### src/rtl/lc_trans_sequencer.sv
// Arbitrates software/JTAG lifecycle transition requests, checks legality, issues
// a single transition command to the LC FSM and reports completion, failure or timeout.
module lc_trans_sequencer #(
  parameter int TIMEOUT_CYC = 16,
  parameter int MAX_FAIL    = 3
) (
  input  logic       clk,
  input  logic       rst_n,
  input  logic [1:0] req_valid,
  input  logic [2:0] req_target0,
  input  logic [2:0] req_target1,
  output logic [1:0] req_ready,
  output logic [1:0] resp_valid,
  output logic [1:0] resp_status,
  input  logic [2:0] cur_state,
  output logic       trans_cmd,
  output logic [2:0] trans_target,
  input  logic       trans_done,
  input  logic       trans_ok,
  output logic       busy,
  output logic       locked,
  output logic [1:0] fail_cnt
);

  typedef enum logic [2:0] {
    ST_IDLE  = 3'd0,
    ST_CHECK = 3'd1,
    ST_CMD   = 3'd2,
    ST_WAIT  = 3'd3,
    ST_RESP  = 3'd4
  } state_t;

  localparam logic [1:0] STS_OK      = 2'b00;
  localparam logic [1:0] STS_ILLEGAL = 2'b01;
  localparam logic [1:0] STS_FAIL    = 2'b10;
  localparam logic [1:0] STS_TIMEOUT = 2'b11;

  localparam logic [2:0] LC_RAW = 3'd0;
  localparam logic [2:0] LC_TU0 = 3'd1;
  localparam logic [2:0] LC_TL0 = 3'd2;
  localparam logic [2:0] LC_RMA = 3'd3;

  localparam logic [7:0] TMO_LAST   = 8'(TIMEOUT_CYC - 1);
  localparam logic [1:0] FAIL_LIMIT = 2'(MAX_FAIL);

  state_t     state_q, state_d;
  logic       rr_q, rr_d;
  logic       grant_q, grant_d;
  logic [2:0] target_q, target_d;
  logic [7:0] timer_q, timer_d;
  logic [1:0] status_q, status_d;
  logic [1:0] fail_q, fail_d;
  logic       locked_q, locked_d;
  logic [1:0] ready_c;
  logic       gsel;

  function automatic logic is_legal(input logic [2:0] from, input logic [2:0] to);
    is_legal = ((from == LC_RAW) && (to == LC_TU0)) ||
               ((from == LC_TU0) && (to == LC_TL0)) ||
               ((from == LC_TL0) && (to == LC_TU0)) ||
               ((from == LC_TU0) && (to == LC_RMA)) ||
               ((from == LC_TL0) && (to == LC_RMA));
  endfunction

  // Round-robin: the favoured requester wins if valid, otherwise the other one.
  always_comb begin
    if (rr_q == 1'b0) gsel = req_valid[0] ? 1'b0 : 1'b1;
    else              gsel = req_valid[1] ? 1'b1 : 1'b0;
  end

  always_comb begin
    state_d  = state_q;
    rr_d     = rr_q;
    grant_d  = grant_q;
    target_d = target_q;
    timer_d  = timer_q;
    status_d = status_q;
    fail_d   = fail_q;
    locked_d = locked_q | (fail_q >= FAIL_LIMIT);
    ready_c  = 2'b00;
    case (state_q)
      ST_IDLE: begin
        if (|req_valid) begin
          ready_c[gsel] = 1'b1;
          grant_d       = gsel;
          target_d      = gsel ? req_target1 : req_target0;
          rr_d          = ~gsel;
          status_d      = STS_OK;
          state_d       = ST_CHECK;
        end
      end
      ST_CHECK: begin
        if (is_legal(cur_state, target_q) && !locked_q) begin
          state_d = ST_CMD;
        end else begin
          status_d = STS_ILLEGAL;
          state_d  = ST_RESP;
        end
      end
      ST_CMD: begin
        timer_d = 8'd0;
        state_d = ST_WAIT;
      end
      ST_WAIT: begin
        timer_d = timer_q + 8'd1;
        // Completion wins over a timeout landing in the same cycle.
        if (trans_done) begin
          status_d = trans_ok ? STS_OK : STS_FAIL;
          state_d  = ST_RESP;
        end else if (timer_q == TMO_LAST) begin
          status_d = STS_TIMEOUT;
          state_d  = ST_RESP;
        end
      end
      ST_RESP: begin
        if ((status_q != STS_OK) && (fail_q != 2'd3)) fail_d = fail_q + 2'd1;
        state_d = ST_IDLE;
      end
      default: state_d = ST_IDLE;
    endcase
  end

  always_ff @(posedge clk or negedge rst_n) begin
    if (!rst_n) begin
      state_q  <= ST_IDLE;
      rr_q     <= 1'b0;
      grant_q  <= 1'b0;
      target_q <= 3'd0;
      timer_q  <= 8'd0;
      status_q <= STS_OK;
      fail_q   <= 2'd0;
      locked_q <= 1'b0;
    end else begin
      state_q  <= state_d;
      rr_q     <= rr_d;
      grant_q  <= grant_d;
      target_q <= target_d;
      timer_q  <= timer_d;
      status_q <= status_d;
      fail_q   <= fail_d;
      locked_q <= locked_d;
    end
  end

  // The accept pulse is combinational, so it is gated to stay quiet during reset.
  assign req_ready    = ready_c & {2{rst_n}};
  assign resp_valid   = (state_q == ST_RESP) ? (grant_q ? 2'b10 : 2'b01) : 2'b00;
  assign resp_status  = status_q;
  assign trans_cmd    = (state_q == ST_CMD);
  assign trans_target = target_q;
  assign busy         = (state_q != ST_IDLE);
  assign locked       = locked_q;
  assign fail_cnt     = fail_q;

endmodule

### config.mk
export PLATFORM = sky130hd
export DESIGN_NAME = lc_trans_sequencer
export DESIGN_NICKNAME = d
export VERILOG_FILES = /design/src/rtl/lc_trans_sequencer.sv
export SDC_FILE = /design/constraint.sdc
export NUM_CORES = 1
export LEC_CHECK = 0
export CAP_MARGIN = 20
export CORE_MARGIN = 2
export CORE_UTILIZATION = 45
export CTS_BUF_LIST = sky130_fd_sc_hd__clkbuf_4
export DETAILED_ROUTE_END_ITERATION = 10
export GPL_TIMING_DRIVEN = 0
export PLACE_DENSITY = 0.77
export SLEW_MARGIN = 15
export SYNTH_ARGS = -nofsm -noshare
export SYNTH_HDL_FRONTEND = slang
export SYNTH_SLANG_ARGS = --single-unit
### constraint.sdc
create_clock -name clk -period 1.6 [get_ports clk]
set_input_delay 0.4 -clock clk [delete_from_list [all_inputs] [get_ports clk]]
set_output_delay 0.4 -clock clk [all_outputs]
set_load 0.01 [all_outputs]
### Yosys cells after proc, flatten, opt, wreduce, memory -nomap -nowiden

Cells that the tools add are included.

* output and inout bits: 14
* bits in read-only memories: 0
* memories kept: 0
* word-level logic and storage cells: 76
* latch bits: 0
* bits in registers: 21
* bits in writable memories: 0

* reductions and logical operators: 24
* equality and inequality tests: 14
* magnitude comparators: 3
* bitwise logic cells: 3
* add/subtract/negate cells: 2
* muxes and demuxes: 22
* div/mod/pow operators: 0
* multiply operators: 0
* shift operators: 0

Operator list (number)
* 2-bit 2-to-1 mux: 9
* 8-bit case mux with 2 select lines: 1
* 3-bit by 2-bit equality test with 1-bit output, second input constant: 5
* 3-bit 2-to-1 mux: 5
* 3-bit case mux with 4 select lines: 1
* 3-bit by 1-bit equality test with 1-bit output, second input constant: 3
* 8-bit by 1-bit adder with 8-bit output, second input constant: 1
* 8-bit by 4-bit equality test with 1-bit output, second input constant: 1
* 1-bit logical AND: 8
* 3-bit logical NOT: 2
* 2-bit != test, second input constant: 3
* 2-bit case mux with 3 select lines: 1
* 2-bit AND reduction: 3
* 3-bit nonzero test: 2
* 1-bit logical OR: 4
* 1-bit 2-to-1 mux: 4
* 4-bit AND reduction: 1
* 2-bit nonzero test: 2
* 3-bit equality test, second input constant: 1
* 3-bit != test, second input constant: 1
* 2-bit by 1-bit adder with 2-bit output, second input constant: 1
* 2-bit AND: 1
* 2-bit greater-or-equal comparator, second input constant: 1
* 1-bit by 2-bit < comparator with 1-bit output, second input constant: 1
* 6 further kinds: 6

### Depth between registers and ports, before layout

* depth after elaboration: 9
* mapped depth: 6

### Least setup slack after synthesis

No wires, ideal clock.

* kind: register to output
* start point: register state_q[1]
* end point: output port req_ready[1]
* cell stages (with the launch flop): 6
* arrival time: 1.241 ns
* buffers on the path: 0
* setup slack: -0.041 ns
* path through: dfrtp_1 nor3_1 inv_1 nor2_1 nand2_1 nor2_1

* cells in the longest elaborated chain, start to end: 3

RTL lines
* from (decl): RTL line 46 `state_t state_q, state_d;`
* from (signal assigned): RTL line 134 `state_q <= state_d;`
* 3-bit logical NOT: RTL line 81 `case (state_q)`
* 2-bit 2-to-1 mux: RTL line 81
* 2-bit AND: RTL line 146 `assign req_ready = ready_c & {2{rst_n}};`
* to (decl): RTL line 12 `output logic [1:0] req_ready,`

No other way between the ends.

### Worst setup path after layout

* start point: register state_q[0]
* end point: output port req_ready[1]

Same word-level chain as after synthesis.

==> Flow_metrics.wiki <==
{| class="wikitable"
! Metric !! Value
|-
| Run status || finished, violations left
|-
| Violations in the final reports || negative setup slack
|-
| Fraction of the yosys area taken by sequential cells || 46.4%
|-
| CTS Buf Count || 3
|-
| Number of top-level pins || 29
|-
| Max-cap violations || 0
|-
| Final critical-path required period || 1.87 ns
|-
| Via-per-instance ratio || 5.34
|-
| Setup repair after global routing missed its margin || yes
|-
| Area overhead of the layout relative to synthesis || 51.4%
|-
| Cell taking the most area after synthesis || dfrtp_1
|-
| Slew @ Worst Pin || 0.577 ns
|-
| Final setup TNS || -1.18 ns
|-
| Clock-pin transition on the worst setup and hold timing paths || 0.12 ns
|-
| Area of placed instances || 1460 um2
|-
| Maximum vdd ir drop || 0.00109 V
|-
| Remaining Overflow, GRT || 0
|-
| Top cell types by occurrence after synthesis || dfrtp_1, nand2_1, nor2_1
|-
| HPWL after detailed placement || 1.74 mm
|-
| Endpoint required time on the critical path || 1.20 ns
|-
| Via count of the first global-routing pass || 1022
|-
| Worst clock skew || 0.00281 ns
|-
| First-pass iteration count of the detailed router || 4
|-
| CTS Sinks || 21
|-
| Worst skew pair latency || 0.31 ns
|-
| Number of synthesized flops with an enable pin || 0
|-
| Post-synth cell types || 34
|-
| Reported leakage power || 0.799 nW
|-
| Number of nets with antenna violations after routing || 0
|-
| GR Util All Layers || 21.2%
|-
| Max-slew headroom at the worst pin || 61.5%
|-
| Primary FF master, synth || dfrtp_1
|-
| CTS HTree Levels || 1
|-
| Vias || 1046
|-
| Global-route wire length before repair || 4.51 mm
|-
| Average wire per cell in the routed design || 14.0 um
|-
| Filler cells || 190
|-
| Number of design rule violations left after detail routing || 0
|-
| Mapped Area || 1130 um2
|-
| Worst Path Max Fanout || 3
|-
| Final core area utilization || 70.5%
|-
| DR iter-0 viols || 15
|-
| Number of buffers on the longest clock path || 2
|-
| FMAX || 535 MHz
|-
| Critical path start-end classification || register to output pin
|-
| Hold-fix buffers at CTS || 0
|-
| YS warnings || 0
|-
| Worst setup slack after placement || -1.25 ns
|-
| Total Die Area || 2930 um2
|-
| Hold crit path type || input pin to async pin
|-
| Number of placement rows || 18
|-
| Setup slack of the critical path after layout || -0.270 ns
|-
| Top post-synthesis cells by area || dfrtp_1, nand2_1, mux2i_1
|-
| Number of pins exceeding their max-slew limit in the final report || 0
|-
| Total core area || 2430 um2
|-
| Number of failing setup endpoints in the final timing report || 9
|-
| Horizontal die dimension || 54.2 um
|-
| Fraction of layout cells with a size suffix above 1 || 34.9%
|-
| Data arrival at the endpoint of the critical path || 1.47 ns
|-
| Cell area after layout || 1710 um2
|-
| Initial antenna violation count || 0
|-
| Critical Path Sink Type || output pin
|-
| Count of cells along the worst register-to-register path || 5
|-
| Synthesis-stage register bit count || 21
|-
| Die extent in y || 54.2 um
|-
| Buffers added on ports || 28
|-
| Final hold vios || 0
|-
| Post-synthesis async set-or-reset flop share || 100%
|-
| Largest net degree at the start of global routing || 24
|-
| Layout net count || 184
|-
| Global placer's final weighted congestion || 0.667
|-
| Average footprint of a synthesized cell || 9.52 um2
|-
| Syn Inst Count || 119
|-
| Detailed-route wire length || 2.74 mm
|-
| Syn_nets || 136
|-
| CTS tree || built
|-
| Initial Util || 46.6%
|-
| Antenna Diode Count || 0
|-
| Most instantiated library cell after synthesis || dfrtp_1
|-
| Fraction of post-synthesis cell area in the top cell type by area || 46.4%
|-
| Hold slack final || 0.161 ns
|-
| Final period util || 117%
|-
| Element type at the critical path start || register
|-
| Clock tree root driver cell || clkbuf_4
|-
| Total power divided by cell area || 1340 nW/um2
|}
==> metrics by stage <==
step / total power [mW] / instances
after global routing: 2.45 / 196
final: 2.30 / 196
after floorplan: 1.30 / 119
after CTS: 2.13 / 190
after global placement: 1.65 / 177
after detailed placement: 1.68 / 177
==> cell usage in the layout (no fill, tap or decap), types with 2 or more instances in the layout <==
master,netlist,routed
nor2_1,12,6
buf_6,0,7
clkdlybuf4s50_1,0,11
or4_4,1,2
a22o_1,3,3
ha_1,2,2
nor3_1,5,3
clkbuf_4,0,4
inv_1,3,2
nor2b_1,2,2
nand2_1,19,19
dlygate4sd2_1,0,10
nor2_4,0,5
dfrtp_2,0,3
nand3_1,3,3
and3_4,0,2
mux2i_1,5,4
o21a_1,2,2
buf_2,0,2
o21ai_0,10,8
mux2_2,4,4
nand2b_1,4,3
dfrtp_1,21,18
o21ai_1,1,2
clkdlybuf4s15_2,0,2
buf_4,0,12
==> worst max-delay path, cell delays in order, from the launching register on <==
cell,delay [ns]
dfrtp_2,0.45
nor3_4,0.23
inv_2,0.08
nor2_4,0.10
nand2_1,0.06
nor2_1,0.12
buf_2,0.13
==> cell type report <==
| class | instances | area (um2) | area share, % |
|---|---|---|---|
| flip-flops and latches | 21 | 529 | 30.9 |
| repair buffers | 44 | 399 | 23.3 |
| clock buffers | 4 | 30.0 | 1.75 |
| plain buffers | 2 | 28.8 | 1.68 |
| inverters | 3 | 11.3 | 0.657 |
| well taps | 30 | 37.5 | 2.19 |
| multi-input cells | 92 | 678 | 39.6 |
==> flip-flops by register name (all words and copies together), names as in the netlist <==
register and count:
locked 1, trans_target 3, rr_q 1, fail_cnt 2, timer_q 8, resp_status 2
grant_q 1, state_q 3
==> where the power goes <==
| group | internal [mW] | total [mW] | switching (mW) |
|---|---|---|---|
| Clock | 0.114 | 0.280 | 0.166 |
| Combinational | 0.651 | 1.18 | 0.533 |
| Sequential | 0.684 | 0.831 | 0.147 |
| Total | 1.45 | 2.30 | 0.846 |
==> logic make-up (layout without fill, tap and decap cells) <==
kind of cell | Yosys count | after routing | share of synthesized area, %
AND/OR/NAND/NOR | 57 | 57 | 25.1
AO/OA/AOI/OAI | 23 | 23 | 15.1
flip-flops | 21 | 21 | 46.4
multiplexers | 9 | 9 | 8.40
buffers and inverters | 6 | 53 | 1.99
adder cells (fa/ha/maj) | 2 | 2 | 2.21
XOR/XNOR | 1 | 1 | 0.774
==> worst paths after layout <==
check                                        start                          to  slack (ns)
max                         state_q[0]$_DFFE_PN0P_                req_ready[1]       -0.27
min                                          rst_n      timer_q[7]$_DFFE_PN0P_        0.16
max reg2reg                 timer_q[7]$_DFFE_PN0P_  resp_status[0]$_DFFE_PN0P_       -0.09
min reg2reg                fail_cnt[0]$_DFFE_PN0P_     fail_cnt[0]$_DFFE_PN0P_        0.50
max in group asynchronous                    rst_n      state_q[0]$_DFFE_PN0P_        1.03
min in group clk           fail_cnt[0]$_DFFE_PN0P_     fail_cnt[0]$_DFFE_PN0P_        0.50
==> metal layers <==
| layer | wire length (um) | GRT usage [%] |
|---|---|---|
| met4 | 25 | 6.25 |
| met5 | 0 | 0 |
| met1 | 1230 | 25.3 |
| met2 | 1390 | 38.4 |
| met3 | 91 | 3.89 |
==> repair_timing <==
| item | CTS | global route |
|---|---|---|
| pin swaps | 5 | 5 |
| buffers inserted | 10 | 6 |
| setup endpoints to repair | 17 | 12 |
| resized for setup | 59 | 15 |
(Power assumes the default switching activity.)
==> RTL change: new RTL, config.mk and constraints unchanged <==
Add an input register stage for `req_target0` and `req_target1`; this delays them by one clock. The other inputs are not delayed to match.
--- a/src/rtl/lc_trans_sequencer.sv
+++ b/src/rtl/lc_trans_sequencer.sv
@@ -43,6 +43,14 @@
   localparam logic [7:0] TMO_LAST   = 8'(TIMEOUT_CYC - 1);
   localparam logic [1:0] FAIL_LIMIT = 2'(MAX_FAIL);
 
+  logic [2:0] req_target0_q;
+  logic [2:0] req_target1_q;
+
+  always_ff @(posedge clk) begin
+    req_target0_q <= req_target0;
+    req_target1_q <= req_target1;
+  end
+
   state_t     state_q, state_d;
   logic       rr_q, rr_d;
   logic       grant_q, grant_d;
@@ -83,7 +91,7 @@
         if (|req_valid) begin
           ready_c[gsel] = 1'b1;
           grant_d       = gsel;
-          target_d      = gsel ? req_target1 : req_target0;
+          target_d      = gsel ? req_target1_q : req_target0_q;
           rr_d          = ~gsel;
           status_d      = STS_OK;
           state_d       = ST_CHECK;
Formal check against the unedited RTL: not equivalent (Yosys sat finds a counterexample within 4 cycles, from zero or initial values and one cycle with rst_n low).
==> RTL change against the unedited design <==
  * The run still ends with negative setup slack left
  * Setup slack got worse by 0.14 ns
  * Wire length fell by 0.77%
  * Sequential power rose by 19%
  * Total power rose by 14%
  * Global-route usage fell by 3.3 points
  * Synthesized area rose by 9.2%
  * Sequential share of layout area rose by 4.0 points
  * Synthesized cell count rose by 0.84%
  * Clock power rose by 9.3%
  * Register-to-register slack got worse by 0.15 ns
  * Count of clock-buffer cells in the layout fell by 1
  * Sequential cell count rose by 6
  * Cell area rose by 8.1%
  * Core utilization fell by 1.5 points
  * Critical endpoint unchanged
  * Largest power group unchanged
==> RTL change: results (changes against the unedited design) <==
Setup path
  – Critical Path Fanout Max: 4 (+1)
  – Reg2reg end: resp_status[1]
  – R2R setup slack: -0.24 ns (-0.15 ns)

Timing
  – Fin Setup TNS: -1.97 ns (-0.791 ns)
  – Final setup violation count: 8 (-1)
  – Layout Skew: 0.00465 ns (+0.00183 ns)
  – Final worst slack: -0.406 ns (-0.137 ns)

Place
  – Worst slack, placed: -1.22 ns (+0.0376 ns)
  – Cell total after placement: 179 (+1.1%)

Clock tree
  – Clock-pin slew on the worst setup and hold paths: 0.15 ns (+0.03 ns)
  – Post-CTS Setup Repair Bufs: 14 (+4)

Finish
  – #MultiIn Comb: 87 (-5.4%)
  – Area delta synth->final: 49.9%
  – Non-clock buffer count in the final layout: 54 (+17%)
  – NonClk Buf Share: 0.257 (+0.00695)
  – Multi-input logic portion of the cell area: 0.352 (-0.0438)

Power and ir drop
  – Comb pwr share: 0.507 (-0.009)
  – Leak pwr: 0.867 nW (+8.6%)
  – Peak VDD IR: 1.17 mV (+7.5%)

Yosys
  – Average cell area after synthesis: 10.3 sq um (+8.3%)
  – Adder-cell share of the synthesized area: 0.0202 (-0.00186)
  – Synth Area in Compound Gates: 0.122 (-0.0289)

Routing
  – Via count: 1110 (+6.1%)
  – Vias/cell: 5.39 (+0.97%)

Outcome
  – Failing checks: negative setup slack
  – Status: finished with violations
-- RTL change: changes by cell type after synthesis, sizes merged, moves of 5 or more --
| cell | before | now |
|---|---|---|
| a21oi | 1 | 6 |
| dfxtp | 0 | 6 |
| nand2 | 20 | 8 |
| nor2 | 12 | 18 |
| o21ai | 11 | 6 |
-- RTL change: worst max path at each step --
stage / start / endpoint / slack (ns) / depth (start not counted)
global route: state_q[2] / req_ready[1] / -0.51 / 5
floorplan: timer_q[5] / resp_status[0] / -0.09 / 5
global placement: rst_n / req_ready[0] / -1.26 / 3
CTS: state_q[2] / req_ready[1] / -0.43 / 5
detailed placement: rst_n / req_ready[0] / -1.22 / 3
finish: state_q[2] / req_ready[1] / -0.41 / 5
-- RTL change: routing by layer --
metal  wire length (um)  track usage  vias up  share of wire
li1                   -            -      533              -
met1               1160        0.222      547           0.43
met2               1420        0.324       26           0.52
met3                 91       0.0230        4          0.034
met4                 40       0.0510        0          0.015
met5                  0            0        -              0
